==> config.mk <==
export PLATFORM = sky130hd
export DESIGN_NAME = m2_block_scheduler
export DESIGN_NICKNAME = d
export VERILOG_FILES = /design/src/rtl/m2_block_scheduler.sv
export SDC_FILE = /design/constraint.sdc
export NUM_CORES = 1
export LEC_CHECK = 0
export ABC_AREA = 1
export CORE_MARGIN = 1
export CORE_UTILIZATION = 40
export DETAILED_ROUTE_END_ITERATION = 10
export GPL_ROUTABILITY_DRIVEN = 0
export GPL_TIMING_DRIVEN = 0
export MAX_ROUTING_LAYER = met4
export PLACE_DENSITY = 0.72
export SLEW_MARGIN = 20
export SYNTH_ARGS = -nofsm -noshare
export SYNTH_HDL_FRONTEND = slang
export SYNTH_SLANG_ARGS = --single-unit
==> constraint.sdc <==
create_clock -name Clock_50 -period 1.81 [get_ports Clock_50]
set_clock_uncertainty 0.1 [all_clocks]
set_input_delay 0.362 -clock Clock_50 [delete_from_list [all_inputs] [get_ports Clock_50]]
set_output_delay 0.362 -clock Clock_50 [all_outputs]
set_load 0.05 [all_outputs]
==> src/rtl/m2_block_scheduler.sv <==
// -----------------------------------------------------------------------------
// m2_block_scheduler
//
// Top-level sequencer for the milestone-2 IDCT datapath. It walks every 8x8
// block of the Y, U and V segments in raster order and drives the start/finish
// handshakes of the four sub-blocks: Fetch S' (FS), Compute T (CT),
// Compute S (CS) and Write S (WS).
//
// Schedule:
//   S_IDLE -> S_LI_FS -> S_LI_CT -> {S_CS_FS -> S_CT_WS}* -> S_LO_CS
//          -> S_LO_WS -> S_DONE -> S_IDLE
// FS and WS share the SRAM and are never overlapped. FS(k+1) runs alongside
// CS(k), and CT(k+1) runs alongside WS(k).
//
// Optional feature (macro M2_PERF_CNT_EN):
//   defined   -> perf_stall counts cycles in S_CS_FS/S_CT_WS where exactly one
//                of the two done flags is set; cleared on start accept and held
//                after finish.
//   undefined -> perf_stall is tied to 0 and no counter is built.
//
// Ports:
//   Clock_50                 in   system clock
//   Resetn                   in   asynchronous active-low reset
//   start                    in   begin a full-image pass (sampled in S_IDLE)
//   finish                   out  one-cycle pulse when the last WS completes
//   fs/ct/cs/ws_start        out  one-cycle launch pulses
//   fs/ct/cs/ws_finish       in   one-cycle done pulses from the sub-blocks
//   fs_seg/fs_row/fs_col     out  coordinates of the block being fetched
//   ws_seg/ws_row/ws_col     out  coordinates of the block being written
//   sram_sel                 out  SRAM owner: 0 = FS, 1 = WS
//   busy                     out  high from leaving S_IDLE until finish
//   perf_stall               out  stall-cycle count (see above)
// -----------------------------------------------------------------------------
module m2_block_scheduler #(
  parameter int BLK_ROWS    = 30,
  parameter int Y_BLK_COLS  = 40,
  parameter int UV_BLK_COLS = 20
) (
  input  logic        Clock_50,
  input  logic        Resetn,
  input  logic        start,
  output logic        finish,
  output logic        fs_start,
  output logic        ct_start,
  output logic        cs_start,
  output logic        ws_start,
  input  logic        fs_finish,
  input  logic        ct_finish,
  input  logic        cs_finish,
  input  logic        ws_finish,
  output logic [1:0]  fs_seg,
  output logic [4:0]  fs_row,
  output logic [5:0]  fs_col,
  output logic [1:0]  ws_seg,
  output logic [4:0]  ws_row,
  output logic [5:0]  ws_col,
  output logic        sram_sel,
  output logic        busy,
  output logic [31:0] perf_stall
);

  localparam logic [4:0] ROW_LAST    = 5'(BLK_ROWS - 1);
  localparam logic [5:0] Y_COL_LAST  = 6'(Y_BLK_COLS - 1);
  localparam logic [5:0] UV_COL_LAST = 6'(UV_BLK_COLS - 1);
  localparam logic [1:0] SEG_LAST    = 2'd2;

  typedef enum logic [2:0] {
    S_IDLE,
    S_LI_FS,
    S_LI_CT,
    S_CS_FS,
    S_CT_WS,
    S_LO_CS,
    S_LO_WS,
    S_DONE
  } state_t;

  state_t     state;
  state_t     state_nxt;
  logic       leave;
  // High during the first cycle of every state; launches are registered off it
  // so each start pulse appears in the second cycle of its state.
  logic       entry;
  logic       armed;

  // Done flags of the two sub-blocks running in an overlapped state:
  // flag_a tracks CS (in S_CS_FS) or CT (in S_CT_WS), flag_b tracks FS or WS.
  logic       flag_a;
  logic       flag_b;
  logic       fin_a;
  logic       fin_b;
  logic       overlap;
  logic       both_done;

  // Next block to be fetched; copied into fs_* when FS is launched.
  logic [1:0] nxt_seg;
  logic [4:0] nxt_row;
  logic [5:0] nxt_col;
  logic [1:0] adv_seg;
  logic [4:0] adv_row;
  logic [5:0] adv_col;

  logic       fs_last;
  logic       fs_launch;
  logic       ws_load;

  // Raster-order successor of the next-fetch index.
  always_comb begin
    adv_seg = nxt_seg;
    adv_row = nxt_row;
    adv_col = nxt_col + 6'd1;
    if (nxt_col == ((nxt_seg == 2'd0) ? Y_COL_LAST : UV_COL_LAST)) begin
      adv_col = 6'd0;
      if (nxt_row == ROW_LAST) begin
        adv_row = 5'd0;
        adv_seg = nxt_seg + 2'd1;
      end else begin
        adv_row = nxt_row + 5'd1;
      end
    end
  end

  always_comb begin
    fs_last   = (fs_seg == SEG_LAST) && (fs_row == ROW_LAST) && (fs_col == UV_COL_LAST);
    armed     = !entry;
    overlap   = (state == S_CS_FS) || (state == S_CT_WS);
    fin_a     = 1'b0;
    fin_b     = 1'b0;
    if (state == S_CS_FS) begin
      fin_a = cs_finish;
      fin_b = fs_finish;
    end else if (state == S_CT_WS) begin
      fin_a = ct_finish;
      fin_b = ws_finish;
    end
    // A finish in the current cycle counts together with the stored flag, so
    // the state is left at the same edge that would have set the last flag.
    both_done = (flag_a || (armed && fin_a)) && (flag_b || (armed && fin_b));
    fs_launch = entry && ((state == S_LI_FS) || (state == S_CS_FS));
    ws_load   = entry && (state == S_LO_WS);
  end

  always_comb begin
    state_nxt = state;
    case (state)
      S_IDLE:  if (start) state_nxt = S_LI_FS;
      S_LI_FS: if (armed && fs_finish) state_nxt = S_LI_CT;
      S_LI_CT: if (armed && ct_finish) state_nxt = fs_last ? S_LO_CS : S_CS_FS;
      S_CS_FS: if (both_done) state_nxt = S_CT_WS;
      S_CT_WS: if (both_done) state_nxt = fs_last ? S_LO_CS : S_CS_FS;
      S_LO_CS: if (armed && cs_finish) state_nxt = S_LO_WS;
      S_LO_WS: if (armed && ws_finish) state_nxt = S_DONE;
      S_DONE:  state_nxt = S_IDLE;
      default: state_nxt = S_IDLE;
    endcase
    leave = (state_nxt != state);
  end

  always_ff @(posedge Clock_50 or negedge Resetn) begin
    if (!Resetn) begin
      state    <= S_IDLE;
      entry    <= 1'b0;
      flag_a   <= 1'b0;
      flag_b   <= 1'b0;
      fs_start <= 1'b0;
      ct_start <= 1'b0;
      cs_start <= 1'b0;
      ws_start <= 1'b0;
      finish   <= 1'b0;
      busy     <= 1'b0;
      sram_sel <= 1'b0;
      fs_seg   <= 2'd0;
      fs_row   <= 5'd0;
      fs_col   <= 6'd0;
      ws_seg   <= 2'd0;
      ws_row   <= 5'd0;
      ws_col   <= 6'd0;
      nxt_seg  <= 2'd0;
      nxt_row  <= 5'd0;
      nxt_col  <= 6'd0;
    end else begin
      state    <= state_nxt;
      entry    <= leave;
      fs_start <= 1'b0;
      ct_start <= 1'b0;
      cs_start <= 1'b0;
      ws_start <= 1'b0;
      finish   <= leave && (state_nxt == S_DONE);

      // SRAM ownership only moves on a transition, when neither FS nor WS is
      // mid-transfer.
      if (leave) begin
        flag_a   <= 1'b0;
        flag_b   <= 1'b0;
        sram_sel <= (state_nxt == S_CT_WS) || (state_nxt == S_LO_WS);
      end else if (overlap && armed) begin
        flag_a <= flag_a || fin_a;
        flag_b <= flag_b || fin_b;
      end

      if ((state == S_IDLE) && start) begin
        busy    <= 1'b1;
        fs_seg  <= 2'd0;
        fs_row  <= 5'd0;
        fs_col  <= 6'd0;
        ws_seg  <= 2'd0;
        ws_row  <= 5'd0;
        ws_col  <= 6'd0;
        nxt_seg <= 2'd0;
        nxt_row <= 5'd0;
        nxt_col <= 6'd0;
      end
      if (state == S_DONE) busy <= 1'b0;

      if (entry) begin
        case (state)
          S_LI_FS: fs_start <= 1'b1;
          S_LI_CT: ct_start <= 1'b1;
          S_CS_FS: begin
            cs_start <= 1'b1;
            fs_start <= 1'b1;
          end
          S_CT_WS: begin
            ct_start <= 1'b1;
            ws_start <= 1'b1;
          end
          S_LO_CS: cs_start <= 1'b1;
          S_LO_WS: ws_start <= 1'b1;
          default: ;
        endcase
      end

      // The write index trails the fetch index by one block: it takes the old
      // fetch coordinates whenever FS moves on, and catches up for the final WS.
      if (fs_launch) begin
        fs_seg  <= nxt_seg;
        fs_row  <= nxt_row;
        fs_col  <= nxt_col;
        nxt_seg <= adv_seg;
        nxt_row <= adv_row;
        nxt_col <= adv_col;
        ws_seg  <= fs_seg;
        ws_row  <= fs_row;
        ws_col  <= fs_col;
      end else if (ws_load) begin
        ws_seg <= fs_seg;
        ws_row <= fs_row;
        ws_col <= fs_col;
      end
    end
  end

`ifdef M2_PERF_CNT_EN
  logic [31:0] stall_cnt;

  always_ff @(posedge Clock_50 or negedge Resetn) begin
    if (!Resetn) begin
      stall_cnt <= 32'd0;
    end else if ((state == S_IDLE) && start) begin
      stall_cnt <= 32'd0;
    end else if (overlap && (flag_a ^ flag_b)) begin
      stall_cnt <= stall_cnt + 32'd1;
    end
  end

  assign perf_stall = stall_cnt;
`else
  assign perf_stall = 32'd0;
`endif

endmodule

==> results.cfg, run 1 <==
[status]
status = complete, but fails checks
violations = design-rule violations, negative setup slack

[logic_synthesis]
synth_seq_cells = 52
muxShareOfSynthArea = 0
synth-simple-area-share = 0.212
async_reset_ff_frac = 1.00
yosysTopAreaCellShare = 0.481
synth_top_flop_cell = dfrtp_1
yosysWarnings = 0
synth_edf_count = 0
yosysSeqAreaShare = 0.481
synth_compound_gate_area_share = 0.0991
netlist_instances = 300
synth_xor_area_frac = 0.0130
yosys.area.top_type = dfrtp_1
synth_top_family_by_area = simple AND/OR/NAND/NOR gates
ys_types = 35
synthesis.area_um2 = 2700
synth_area_leaders = dfrtp_1 48%, buf_4 9.4%, nand3_1 7.0%
syn_area_per_cell_um2 = 9.01
synthAdderAreaFrac = 0.0185

[critical_path]
rr_worst_depth = 14
slowest_stage = dfrtp_1
critPathMaxStageDelay_ns = 0.36
reg2reg_from = state[0]$_DFF_PN0_
cp_max_fo = 6
r2r_slack_ns = -0.04
path_delay_family = simple AND/OR/NAND/NOR gates
critPathCaptureType = flip-flop
r2r_end = flag_a$_DFFE_PN0P_
worstSetupPathType = flip-flop to flip-flop
path_cells = buf_6 > nand2_4 > nor2_4 > inv_2 > nand2_2 > nand3_2 > nand2_4 > nand2_2 > nand2_2 > nand2_2 > nor2_4 > nand3_4 > nand2_4 > nor2_4
arrival_ns = 1.96
cp.required_ns = 1.91
crit_top_cell = nand2_2
cp_num_buf_inv = 2
worst_setup_path_start_kind = flip-flop

[sta]
hold_ws_ns = 0.405
layout_setup_ws_ns = -0.0446
grt_setup_unrepaired = yes
finalSetupViolCount = 2
fin_crit_sh = 1.02
drv_slew = 0
setup_tns_ns = -0.0827
relSlewSlack = 0.568
worstMarginPinSlew_ns = 0.648
fin_crit_ns = 1.85
max_freq_mhz = 539
hold_violations = 0

[die]
rows = 29
die-height_um = 84.2
io_pins = 72
die_area_um2 = 7090
design.core.area_um2 = 6420
initial_core_util = 0.421
die_width_um = 84.2

[final_layout]
syn_to_final_growth_pct = 36.0
fillers = 581
final_common_cell = buf_4
multi_input_area_um2 = 1170
regArea_um2 = 1300
fin_util = 0.572
mostFrequentLayoutCells = 57 x buf_4, 50 x dfrtp_1, 36 x inv_1
drive_gt1_frac = 0.303
diodes = 0
num-nets-final = 412

[drt]
drtIter0Drc = 127
wl_per_cell_um = 13.7
route.detailed.drc = 10
antenna_left = 0
num_vias = 2290
firstDrtPassIters = 8
vias_per_cell = 4.78
wl_um = 6540

[worst_hold_path]
min_path_cells = 2
hold_path_class = flip-flop to flip-flop
min_to = busy$_DFFE_PN0P_
min_from = busy$_DFFE_PN0P_

[global_route]
grt_max_degree = 53
track_usage = 0.185
grt_pass1_wl_um = 9980
overflow = 0
grt_pass1_vias = 2080
antenna_found_initial = 0

[placement]
dp_hpwl_um = 4380
io_buffers = 39
dpl_worst_slack_ns = -0.201

[pwr]
finalPower_mw = 4.94
leakage_nw = 1.90
power_density_nw_per_um2 = 1340
ir_worst_vdd_uv = 497

[clocking]
clockBufferDepth = 2
htree_levels = 2
root_buffer = clkbuf_8
cts_buffers = 5
path_clk_slew_ns = 0.09
cts_tree = yes
clock-sinks = 52
clock_latency_ns = 0.30

[run]
drv_cap = 0
-- registers in the layout, indices dropped and copies added, names as in the netlist, 2 cells and up --
signal   count
ws_row       5
fs_seg       2
nxt_row      5
ws_col       6
fs_row       5
ws_seg       2
state        3
fs_col       6
nxt_seg      2
nxt_col      6
-- layout make-up --
cell class / instances / share of cell area
timing repair buffer: 64 / 0.147
inverter: 48 / 0.0497
clock inverter: 1 / 0.00204
sequential: 52 / 0.355
multi-input combinational: 191 / 0.318
clock buffer: 7 / 0.0235
buffer: 39 / 0.0783
tap: 77 / 0.0262
-- stage by stage --
stage	std cells	cell area (um^2)
detailed placement	447	3300
CTS	466	3460
global route	479	3670
finish	479	3670
global placement	447	3310
floorplan	331	2820
-- cell families after synthesis --
| logic type | count (synthesis) |
|---|---|
| other cells | 1 |
| simple gates | 104 |
| fa+ha+maj | 4 |
| xor+xnor | 4 |
| compound gates | 47 |
| flops | 52 |
| buf+inv | 88 |
-- worst reg2reg max path, stage by stage, from the launching register on --
cell,delay (ns)
dfrtp_1,0.36
buf_6,0.15
nand2_4,0.06
nor2_4,0.14
inv_2,0.08
nand2_2,0.06
nand3_2,0.07
nand2_4,0.11
nand2_2,0.05
nand2_2,0.10
nand2_2,0.07
nor2_4,0.15
nand3_4,0.10
nand2_4,0.12
nor2_4,0.04
-- layer usage --
metal	share of wire	wire length [um]	up-vias	global-route usage
li1	-	-	1125	-
met1	0.41	2660	1078	0.228
met2	0.53	3460	79	0.313
met3	0.047	307	8	0.0285
met4	0.017	112	0	0.0611
met5	0	0	-	-
-- synth_stat cells (4+ instances only) --
master / n
a21oi_1: 4
buf_4: 34
dfrtp_1: 52
ha_1: 4
inv_1: 40
inv_2: 7
nand2_1: 18
nand2_2: 9
nand3_1: 38
nand4_1: 4
nor2_1: 13
nor3_1: 7
o21ai_0: 18
o22ai_1: 19
-- timing repair --
action | CTS | global route
setup endpoints to repair | 68 | 34
hold buffers | 1 | 0
hold endpoints to repair | 5 | 0
buffers inserted | 10 | 14
pin swaps | 4 | 19
gates resized for setup | 38 | 35
-- where the power goes --
group	leakage [nW]	internal [mW]	switching [mW]	total (mW)
clock	0.0445	0.311	0.377	0.688
combinational	1.15	0.925	1.81	2.73
sequential	0.707	1.37	0.145	1.52
-- worst max-delay path by stage --
| stage | from | endpoint | slack (ns) | cells past startpoint |
|---|---|---|---|---|
| floorplan | state[0]$_DFF_PN0_ | sram_sel$_DFFE_PN0P_ | 0.15 | 13 |
| global placement | Resetn | fs_row[1]$_DFFE_PN0P_ | -1.22 | 1 |
| detailed placement | ct_finish | flag_a$_DFFE_PN0P_ | -0.20 | 12 |
| CTS | state[0]$_DFF_PN0_ | flag_a$_DFFE_PN0P_ | 0.002 | 14 |
| global route | state[0]$_DFF_PN0_ | flag_a$_DFFE_PN0P_ | -0.13 | 13 |
| finish | state[0]$_DFF_PN0_ | flag_a$_DFFE_PN0P_ | -0.04 | 14 |
Note: power is estimated with default switching activity, not from simulation.
==> inputs of run 2 (changes only) <==
CORE_ASPECT_RATIO = 1.25   (was not set)
==> run 2 against run 1 <==
Compared with the run above: the flow finishes with violations (negative setup slack); critical path type unchanged; clock power decreased by 0.7%; sequential power about the same; largest power group unchanged; count of clock-buffer cells in the layout decreased by 1; sequential share of layout area increased by 0.43 points; register-to-register slack improved by 0.02 ns; routed wire length decreased by 6.2%; flip-flop and latch count unchanged; first-iteration DRC count increased by 20%; cell area decreased by 1.3%; die area about the same; hold slack improved by 0.010 ns; power decreased by 3.6%.
==> results.cfg, run 2 (synthesis gave the netlist of run 1 again) <==
[final_layout]
final_common_cell = buf_4
syn_to_final_growth_pct = 34.2
regArea_um2 = 1300
diodes = 0
fillers = 567
drive_gt1_frac = 0.286
num-nets-final = 412
fin_util = 0.553
largest_registers = fs_col (6), nxt_col (6), ws_col (6)
multi_input_area_um2 = 1110
mostFrequentLayoutCells = 57 x buf_4, 51 x dfrtp_1, 37 x inv_1

[critical_path]
crit_top_cell = nand2_2
cp.required_ns = 1.92
worstSetupPathType = flip-flop to flip-flop
cp_max_fo = 5
slowest_stage = dfrtp_2
path_cells = nor2_4 > nand3_2 > nand2_2 > nand3_2 > nand2_4 > nand2_2 > nand2_2 > nand2_2 > nor2_2 > nand3_2 > nand2_2 > nor2_1
worst_setup_path_start_kind = flip-flop
arrival_ns = 1.94
critPathMaxStageDelay_ns = 0.48
critPathCaptureType = flip-flop

[sta]
fin_crit_ns = 1.83
max_freq_mhz = 546
hold_ws_ns = 0.415
worstMarginPinSlew_ns = 0.643
relSlewSlack = 0.571
layout_setup_ws_ns = -0.0204
hold_violations = 0
setup_tns_ns = -0.0383
drv_slew = 0
fin_crit_sh = 1.01
grt_setup_unrepaired = yes
finalSetupViolCount = 2

[drt]
wl_um = 6130
wl_per_cell_um = 12.5
vias_per_cell = 4.69
route.detailed.drc = 0
num_vias = 2293
drtIter0Drc = 153
antenna_left = 0
firstDrtPassIters = 4

[global_route]
overflow = 0
track_usage = 0.184
grt_pass1_vias = 2028
grt_max_degree = 53
antenna_found_initial = 0
grt_pass1_wl_um = 9470

[clocking]
htree_levels = 2
clock-sinks = 52
clock_latency_ns = 0.31
cts_tree = yes
root_buffer = clkbuf_8
cts_buffers = 5
path_clk_slew_ns = 0.09
clockBufferDepth = 2

[worst_hold_path]
hold_path_class = flip-flop to flip-flop

[run]
drv_cap = 0

[status]
violations = negative setup slack
status = complete, but fails checks

[die]
io_pins = 72
die_width_um = 75.5
design.core.area_um2 = 6570
initial_core_util = 0.412
die_area_um2 = 7090
die-height_um = 93.9
rows = 33

[pwr]
power_density_nw_per_um2 = 1310
leakage_nw = 1.89
ir_worst_vdd_uv = 611

[placement]
dp_hpwl_um = 4390
io_buffers = 39
dpl_worst_slack_ns = -0.186
[run 2: cell types whose count changed in the layout (fill, tap and decap cells not counted), moves of 2 or more]
cell,before,now
clkinv_2,0,2
nand2_4,6,4
nand3_1,32,34
nor2_1,10,12
nor2_4,6,4
[run 2: layer usage]
layer | up-vias | track usage | wire, um
li1 | 1127 | - | -
met1 | 1078 | 0.208 | 2330
met2 | 71 | 0.310 | 3350
met3 | 17 | 0.0258 | 231
met4 | 0 | 0.0972 | 221
met5 | - | - | 0
[run 2: worst paths after layout]
| kind | startpoint | to | slack, ns | depth (start not counted) |
|---|---|---|---|---|
| hold reg to reg | busy$_DFFE_PN0P_ | busy$_DFFE_PN0P_ | 0.42 | 2 |
| setup / recovery | state[1]$_DFF_PN0_ | flag_a$_DFFE_PN0P_ | -0.02 | 12 |
| hold / removal | busy$_DFFE_PN0P_ | busy$_DFFE_PN0P_ | 0.42 | 2 |
| max in group asynchronous | Resetn | state[1]$_DFF_PN0_ | 0.65 | 2 |
| min in group asynchronous | Resetn | state[1]$_DFF_PN0_ | 0.51 | 2 |
| setup reg to reg | state[1]$_DFF_PN0_ | flag_a$_DFFE_PN0P_ | -0.02 | 12 |
[run 2: report_power, final]
part           internal (mW)  leakage, nW  total [mW]  switching (mW)
logic                  0.867         1.13        2.58            1.71
registers               1.37        0.708        1.50           0.133
clock network          0.306       0.0510       0.683           0.377
[run 2: per-stage QoR]
stage          instances  total power [mW]  cell area, um^2
6_report             489              4.76             3630
2_1_floorplan        331              3.19             2820
4_1_cts              473              4.47             3450
3_5_place_dp         457              3.76             3320
5_1_grt              489              5.08             3630
3_3_place_gp         457              3.73             3320
[run 2: layout make-up]
type                    instances  area share
plain buffers                  39      0.0793
clock buffers                   6      0.0228
clock inverters                 2     0.00276
inverters                      48      0.0504
multi-input cells             191       0.307
flip-flops and latches         52       0.359
well taps                      87      0.0300
repair buffers                 64       0.149
[run 2: critical path, delay by kind of cell (launching register included)]
kind,cells,cell delay [ns]
DFF,1,0.48
and+or+nand+nor,12,1.17
[run 2: repair_timing]
action,4_1_cts,5_1_grt
endpoints found under the hold margin,9,0
pin swaps,2,14
buffers inserted,7,17
gates resized for setup,38,20
setup endpoints to repair,64,34
hold buffers,1,0
==> inputs of run 3 (changes only) <==
CORE_UTILIZATION = 30   (was 40)
PLACE_DENSITY = 0.58   (was 0.72)
==> run 3 against run 2 <==
Compared with the run above: largest power group unchanged; critical endpoint is now state[2]$_DFF_PN0_; clock power down 1%; sequential share of layout area shrank 0.36 points; sequential power is essentially flat; largest cell class unchanged; global-route usage decreased by 3.8 points; die area up 32%; flip-flop and latch count unchanged; the flow finishes with violations (negative hold slack, negative setup slack); utilization decreased by 13 points; critical path type unchanged; setup slack got worse by 0.030 ns; fmax shrank 1.6%; combinational power rose by 2%.
==> results.cfg, run 3 (synthesis gave the netlist of run 1 again) <==
[placement]
io_buffers = 39
dpl_worst_slack_ns = -0.210
dp_hpwl_um = 4600
placed_area_um2 = 3360
dp.cells = 490

[critical_path]
arrival_ns = 1.96
worst_setup_path_start_kind = flip-flop
worstSetupPathType = flip-flop to flip-flop
critPathCaptureType = flip-flop
r2r_end = state[2]$_DFF_PN0_
rr_worst_depth = 11
reg2reg_from = state[1]$_DFF_PN0_
r2r_slack_ns = -0.05
cp.required_ns = 1.91
cp_max_fo = 5

[clocking]
cts_tree = yes
clock-sinks = 52
cts_buffers = 5
clockBufferDepth = 2
htree_levels = 2
path_clk_slew_ns = 0.09
root_buffer = clkbuf_8
clock_latency_ns = 0.30

[sta]
drv_slew = 0
max_freq_mhz = 538
finalSetupViolCount = 4
worstMarginPinSlew_ns = 0.669
grt_setup_unrepaired = yes
setup_tns_ns = -0.103
fin_crit_sh = 1.03
hold_ws_ns = -0.00349
relSlewSlack = 0.554
fin_crit_ns = 1.86
layout_setup_ws_ns = -0.0502
hold_violations = 5

[final_layout]
drive_gt1_frac = 0.277
mostFrequentLayoutCells = 51 x buf_4, 51 x dfrtp_1, 37 x inv_1
fillers = 872
syn_to_final_growth_pct = 35.6
diodes = 0
final_area_um2 = 3660
fin_util = 0.421
num-nets-final = 407
stdcell_count = 517
largest_registers = fs_col (6), nxt_col (6), ws_col (6)

[die]
io_pins = 72
die_area_um2 = 9390
initial_core_util = 0.311
rows = 38
design.core.area_um2 = 8700
die-height_um = 108
die_width_um = 86.9

[drt]
num_vias = 2275
antenna_left = 0
drtIter0Drc = 123
firstDrtPassIters = 4
wl_per_cell_um = 12.5
vias_per_cell = 4.40
route.detailed.drc = 0
wl_um = 6480

[pwr]
power_density_nw_per_um2 = 1310
leakage_nw = 1.87
finalPower_mw = 4.81
ir_worst_vdd_uv = 463

[global_route]
grt_pass1_wl_um = 10200
overflow = 0
track_usage = 0.146
grt_pass1_vias = 2165
grt_max_degree = 53
antenna_found_initial = 0

[worst_hold_path]
hold_path_class = input pin to asynchronous set/reset pin

[run]
drv_cap = 0

[status]
status = complete, but fails checks
violations = negative hold slack, negative setup slack
run 3: changes by cell type in the layout (fill, tap and decap cells not counted), sizes merged:
cell / before / now
dlygate4sd3: 1 / 0
buf: 62 / 58
clkinv: 2 / 0
clkbuf: 8 / 10
run 3: worst max-delay path by stage:
stage                                   from                endpoint  slack, ns  depth (start not counted)
after floorplan           state[0]$_DFF_PN0_    sram_sel$_DFFE_PN0P_       0.15                         13
after global placement                Resetn  nxt_row[0]$_DFFE_PN0P_      -1.28                          1
after detailed placement           ws_finish      flag_b$_DFFE_PN0P_      -0.21                         12
after CTS                 state[0]$_DFF_PN0_      flag_b$_DFFE_PN0P_      0.005                         14
after global routing      state[1]$_DFF_PN0_      state[2]$_DFF_PN0_      -0.11                         11
final                     state[1]$_DFF_PN0_      state[2]$_DFF_PN0_      -0.05                         11
run 3: what timing repair did:
action                     in CTS  in global routing
pin swaps                      10                 19
cloned                          0                  0
hold buffers                    0                  0
setup endpoints to repair      70                 28
resized for setup              45                 19
buffers inserted               15                  5
run 3: area by class of cell:
class	count	area, um^2	area share
Multi-Input combinational cell	191	1140	0.311
Timing Repair Buffer	59	508	0.139
Clock buffer	8	90.1	0.0246
Tap cell	120	150	0.0410
Buffer	39	288	0.0786
Inverter	48	185	0.0505
Sequential cell	52	1300	0.356
run 3: where the power goes:
group	switching [mW]	internal (mW)	leakage, nW	total, mW
clock	0.362	0.313	0.0455	0.675
combinational	1.76	0.874	1.12	2.63
sequential	0.141	1.37	0.708	1.51
total	2.26	2.56	1.87	4.81
run 3: per-layer routing:
layer  vias up  share of wire  wire length, um  global-route usage
li1       1113              -                -                   -
met1      1049           0.38             2460               0.147
met2        85           0.54             3470               0.266
met3        28          0.042              271              0.0237
met4         0          0.042              269              0.0774
met5         -              0                0                   -
run 3: critical path: stages (launching register included):
cell and delay [ns]:
dfrtp_2 0.48, nor2_4 0.18, nand3_1 0.11, nand2_2 0.08, nand3_2 0.08, nand2_2 0.12, buf_6 0.12, buf_6 0.09
nand3_2 0.06, nand2_1 0.08, nand3b_1 0.10, and2_1 0.17
